==> src/rtl/reg_file_param.sv <==
// reg_file_param: parameterised register file with a per-register busy scoreboard.
// Optional same-cycle write-to-read forwarding is enabled by macro REGFILE_BYPASS_EN.
module reg_file_param #(
  parameter int WORD_LEN = 32,
  parameter int ADDR_LEN = 4,
  parameter int RD_PORTS = 2,
  parameter bit ZERO_REG = 1'b1
) (
  input  logic                         clk,
  input  logic                         rst,
  input  logic                         wr_en,
  input  logic [ADDR_LEN-1:0]          wr_addr,
  input  logic [WORD_LEN-1:0]          wr_data,
  input  logic                         rsv_en,
  input  logic [ADDR_LEN-1:0]          rsv_addr,
  input  logic                         flush,
  input  logic [RD_PORTS*ADDR_LEN-1:0] rd_addr,
  output logic [RD_PORTS*WORD_LEN-1:0] rd_data,
  output logic [RD_PORTS-1:0]          rd_busy,
  output logic [ADDR_LEN:0]            busy_cnt
);

  localparam int DEPTH = 2 ** ADDR_LEN;

  logic [WORD_LEN-1:0] r_mem [DEPTH];
  logic [DEPTH-1:0]    r_busy;
  logic [ADDR_LEN:0]   r_busy_cnt;

  logic [DEPTH-1:0]    w_keep_mask;
  logic [DEPTH-1:0]    w_rsv_mask;
  logic [DEPTH-1:0]    w_clr_mask;
  logic [DEPTH-1:0]    w_busy_nxt;
  logic                w_wr_ok;

  function automatic logic [ADDR_LEN:0] popcount(input logic [DEPTH-1:0] v);
    logic [ADDR_LEN:0] cnt;
    cnt = {(ADDR_LEN+1){1'b0}};
    for (int k = 0; k < DEPTH; k++) begin
      cnt = cnt + {{ADDR_LEN{1'b0}}, v[k]};
    end
    return cnt;
  endfunction

  // Register 0 is excluded from storage, reservation and reads when hardwired to zero.
  always_comb begin
    w_keep_mask = {DEPTH{1'b1}};
    if (ZERO_REG) begin
      w_keep_mask[0] = 1'b0;
    end else begin
      w_keep_mask[0] = 1'b1;
    end
  end

  // Next busy vector: write-back retires, reservation sets and wins ties, flush clears all.
  always_comb begin
    w_rsv_mask = {DEPTH{1'b0}};
    w_clr_mask = {DEPTH{1'b0}};
    if (rsv_en) begin
      w_rsv_mask[rsv_addr] = 1'b1;
    end else begin
      w_rsv_mask = {DEPTH{1'b0}};
    end
    if (wr_en) begin
      w_clr_mask[wr_addr] = 1'b1;
    end else begin
      w_clr_mask = {DEPTH{1'b0}};
    end
    if (flush) begin
      w_busy_nxt = {DEPTH{1'b0}};
    end else begin
      w_busy_nxt = ((r_busy & ~w_clr_mask) | w_rsv_mask) & w_keep_mask;
    end
    w_wr_ok = wr_en & w_keep_mask[wr_addr];
  end

  // Storage array; the write of a flush cycle still lands.
  always_ff @(posedge clk or negedge rst) begin
    if (!rst) begin
      for (int k = 0; k < DEPTH; k++) begin
        r_mem[k] <= {WORD_LEN{1'b0}};
      end
    end else begin
      if (w_wr_ok) begin
        r_mem[wr_addr] <= wr_data;
      end
    end
  end

  // Scoreboard state and its registered population count.
  always_ff @(posedge clk or negedge rst) begin
    if (!rst) begin
      r_busy     <= {DEPTH{1'b0}};
      r_busy_cnt <= {(ADDR_LEN+1){1'b0}};
    end else begin
      r_busy     <= w_busy_nxt;
      r_busy_cnt <= popcount(w_busy_nxt);
    end
  end

  assign busy_cnt = r_busy_cnt;

  for (genvar g = 0; g < RD_PORTS; g++) begin : g_rd
    logic [ADDR_LEN-1:0] w_addr;
    logic [WORD_LEN-1:0] w_data;
    logic                w_busy;
    logic                w_byp;

    assign w_addr = rd_addr[g*ADDR_LEN +: ADDR_LEN];

    // Per-port read mux; a forwarded write is by definition no longer pending.
    always_comb begin
`ifdef REGFILE_BYPASS_EN
      w_byp = rst & wr_en & (wr_addr == w_addr) & w_keep_mask[w_addr];
`else
      w_byp = 1'b0;
`endif
      if (!w_keep_mask[w_addr]) begin
        w_data = {WORD_LEN{1'b0}};
        w_busy = 1'b0;
      end else if (w_byp) begin
        w_data = wr_data;
        w_busy = 1'b0;
      end else begin
        w_data = r_mem[w_addr];
        w_busy = r_busy[w_addr];
      end
    end

    assign rd_data[g*WORD_LEN +: WORD_LEN] = w_data;
    assign rd_busy[g]                      = w_busy;
  end

endmodule

==> config.mk <==
export PLATFORM = sky130hd
export DESIGN_NAME = reg_file_param
export DESIGN_NICKNAME = d
export VERILOG_FILES = /design/src/rtl/reg_file_param.sv
export SDC_FILE = /design/constraint.sdc
export NUM_CORES = 1
export LEC_CHECK = 0
export ABC_AREA = 1
export BUFFER_PORTS_ARGS = -buffer_cell sky130_fd_sc_hd__buf_4
export CAP_MARGIN = 10
export CORE_MARGIN = 5
export CORE_UTILIZATION = 63
export DETAILED_ROUTE_END_ITERATION = 10
export PLACE_DENSITY_LB_ADDON = 0.05
export REMOVE_ABC_BUFFERS = 1
export SLEW_MARGIN = 20
export SYNTH_ARGS = -nofsm -noshare
export SYNTH_HDL_FRONTEND = slang
export SYNTH_SLANG_ARGS = --single-unit
==> constraint.sdc <==
create_clock -name clk -period 4.9 [get_ports clk]
set_clock_uncertainty 0.05 [all_clocks]
set_input_delay 0.49 -clock clk [delete_from_list [all_inputs] [get_ports clk]]
set_output_delay 0.49 -clock clk [all_outputs]
set_load 0.02 [all_outputs]
==> qor.csv <==
stage;metric;value;unit
status;status;finished, final reports clean;
sta;final_hold_viol_count;0;
clock_tree;root_buffer;clkbuf_16;
global_routing;grt_start_max_net_pins;190;
layout;antenna_cells;0;
global_routing;grt_pass1_vias;29100;
logic_synthesis;yosys_warnings;0;
layout;instances_no_fill;5338;
floorplan;core_area;49800;sq um
setup_path;cp_cell_sequence;buf_4, inv_1, nor2_2, nand4_1, nand2_1, a21oi_1, fa_1, inv_1, fa_1, fa_1, fa_1, inv_1, fa_1, fa_1, xor2_1;
power_and_ir_drop;ir_drop;0.281;mV
clock_tree;hold_buffers;1;
global_routing;grt_use_met1;49.7;%
logic_synthesis;syn_inst;4766;
logic_synthesis;synthFlopType;dfrtp_1;
setup_path;worstPathArrival;4.41;ns
logic_synthesis;seq_area_frac_synth;42.2;%
setup_path;reg2reg_depth;11;
global_routing;busiest_layer;met2;
logic_synthesis;synth.avg_cell_area;6.61;sq um
placement;dp_cells;5230;
sta;maxSlewHeadroom;21.0;%
setup_path;path_class;input pin to flop;
clock_tree;cts_sinks;531;
drt;vias_per_cell;5.77;
layout;layout_commonest_cell;nand2_1;
sta;maxSlewViolCount;0;
sta;min_period_over_period;80.5;%
placement;placed_cell_area;32200;sq um
clock_tree;clk_latency;0.63;ns
floorplan;die_x;234;um
setup_path;critPathMaxStageDelay;0.56;ns
job;cap_violations;0;
drt;dr.pass1.iters;6;
layout;postLayoutCellArea;34200;sq um
setup_path;crit_top_cell;fa_1;
layout;area_growth;8.69;%
logic_synthesis;syn_area;31500;sq um
drt;drt-initial-drc-count;3559;
sta;rsz0062_at_grt;false;
sta;worst_pin_slew;1.18;ns
layout;final_cell_mix;nand2_1 (1,840), nand3_1 (704), inv_1 (635);
setup_path;crit_fanout;4;
global_routing;grtUsageTotal;36.3;%
clock_tree;cts_buffer_depth;3;
layout;fillers;4484;
setup_path;cp-end-kind;flop;
global_routing;antenna_found_initial;1;
setup_path;cp.required;5.36;ns
layout;final_util;68.8;%
layout;final_nets;4684;
min_path;hold_path_class;input pin to flop;
floorplan;die-height;234;um
logic_synthesis;ys_ff_latch;531;
setup_path;start_kind;input pin;
sta;fin_crit;3.94;ns
sta;setup_violations;0;
placement;port-buffer-count;122;
clock_tree;cts_tree;yes;
power_and_ir_drop;p_per_area;398;nW/um^2
sta;max_freq;254;MHz
floorplan;core.rowCount;82;
clock_tree;cts_buffers;58;
floorplan;start_util;63.3;%
placement;place_congestion;0.882;
min_path;worstHoldPathCells;2;
clock_tree;clkTransAtPathRegs;0.06;ns
logic_synthesis;synth_edf_count;0;
power_and_ir_drop;p_leak;17.9;nW
floorplan;ios;124;
layout;drive_above_1_share;6.47;%
logic_synthesis;synth-async-reset-ratio;100;%
drt;vias;30800;
clock_tree;h-tree-depth;2;
global_routing;grt_pass1_wl;158;mm
clock_tree;cts_resized;0;
placement;dp_hpwl;52.9;mm
global_routing;globalRouteMet3Util;7.55;%
floorplan;die_area;54600;sq um
global_routing;grt_overflow;0;
drt;wl_per_cell;18.8;um
global_routing;use_met2;56.0;%
logic_synthesis;yosysUniqueCellTypes;29;
setup_path;slowest_stage;fa_1;
clock_tree;postCtsSetupBuffers;0;
power_and_ir_drop;p_total;13.6;mW
drt;finalWirelength;100;mm
drt;ant_nets;0;
drt;route.detailed.drc;0;
## per-stage QoR
step	worst slack, ns	hold slack, ns	TNS, ns
after floorplan	-0.521	0.144	-1.03
after global placement	0.352	0.315	0
after detailed placement	0.306	0.316	0
after CTS	0.966	0.0621	0
after global routing	0.748	0.0970	0
final	0.957	0.0877	0
## critical path: cells and delay by family
family	cells	cell delay, ns
compound gates	1	0.09
xor+xnor	1	0.15
fa+ha+maj	6	2.86
buf+inv	4	0.26
simple gates	3	0.57
## area by class of cell
| cell class | count | area (sq um) | area share, % |
|---|---|---|---|
| clock buffers | 86 | 1740 | 5.08 |
| flip-flops and latches | 531 | 13300 | 38.8 |
| well taps | 672 | 841 | 2.46 |
| clock inverters | 21 | 318 | 0.929 |
| inverters | 646 | 2450 | 7.15 |
| multi-input cells | 3210 | 14100 | 41.2 |
| repair buffers | 172 | 1500 | 4.37 |
## flip-flops by register name, summed over array words and instances (netlist names)
name and count:
busy_cnt 4, r_mem 512, r_busy 15
## kinds of logic (layout without fill, tap and decap cells)
family / Yosys count / in the layout / share of synthesized area, %
compound gates: 613 / 613 / 9.77
xor+xnor: 1 / 1 / 0.0278
fa+ha+maj: 12 / 12 / 0.715
buf+inv: 1025 / 925 / 13.3
flops: 531 / 531 / 42.2
other cells: 1 / 1 / 0.0119
simple gates: 2583 / 2583 / 34.0
## synthesized netlist by cell type, types with 2 or more instances
cell type	instances	area, sq um
nor2_4	8	90.1
clkbuf_1	133	499
nor2_1	12	45.0
o21ai_1	112	561
nand2_1	1840	6910
ha_1	2	25.0
buf_4	19	143
inv_2	9	33.8
buf_1	27	101
nand3_1	710	3550
buf_2	185	926
dfrtp_1	531	13300
o211ai_1	4	30.0
clkbuf_2	13	65.1
nor2_2	6	37.5
nand2_2	2	12.5
a21oi_1	93	465
fa_1	10	200
o21ai_0	404	2020
buf_6	2	22.5
inv_1	636	2390
## path summary, 6_finish.rpt
kind                                to       start  slack, ns
setup / recovery           busy_cnt[2]  wr_addr[1]       0.96
hold reg to reg             r_mem[492]  r_mem[492]       0.33
hold / removal              r_busy[15]       flush       0.09
min in group asynchronous   r_mem[158]         rst       0.49
setup reg to reg           busy_cnt[2]   r_busy[6]       1.06
max in group asynchronous    r_mem[74]         rst       3.18
## report_power, final
part / leakage [nW] / internal (mW) / total [mW] / switching (mW)
clock network: 0.998 / 2.86 / 4.73 / 1.86
logic: 10.3 / 1.10 / 3.29 / 2.20
registers: 6.61 / 5.27 / 5.62 / 0.347
## layer usage
metal,wire (um),vias up,part of all wire [%]
li1,-,14400,-
met1,39700,14200,40
met2,43900,1802,44
met3,11900,381,12
met4,4870,0,4.9
met5,0,-,0
No activity file was read; power rests on OpenSTA's default activity.
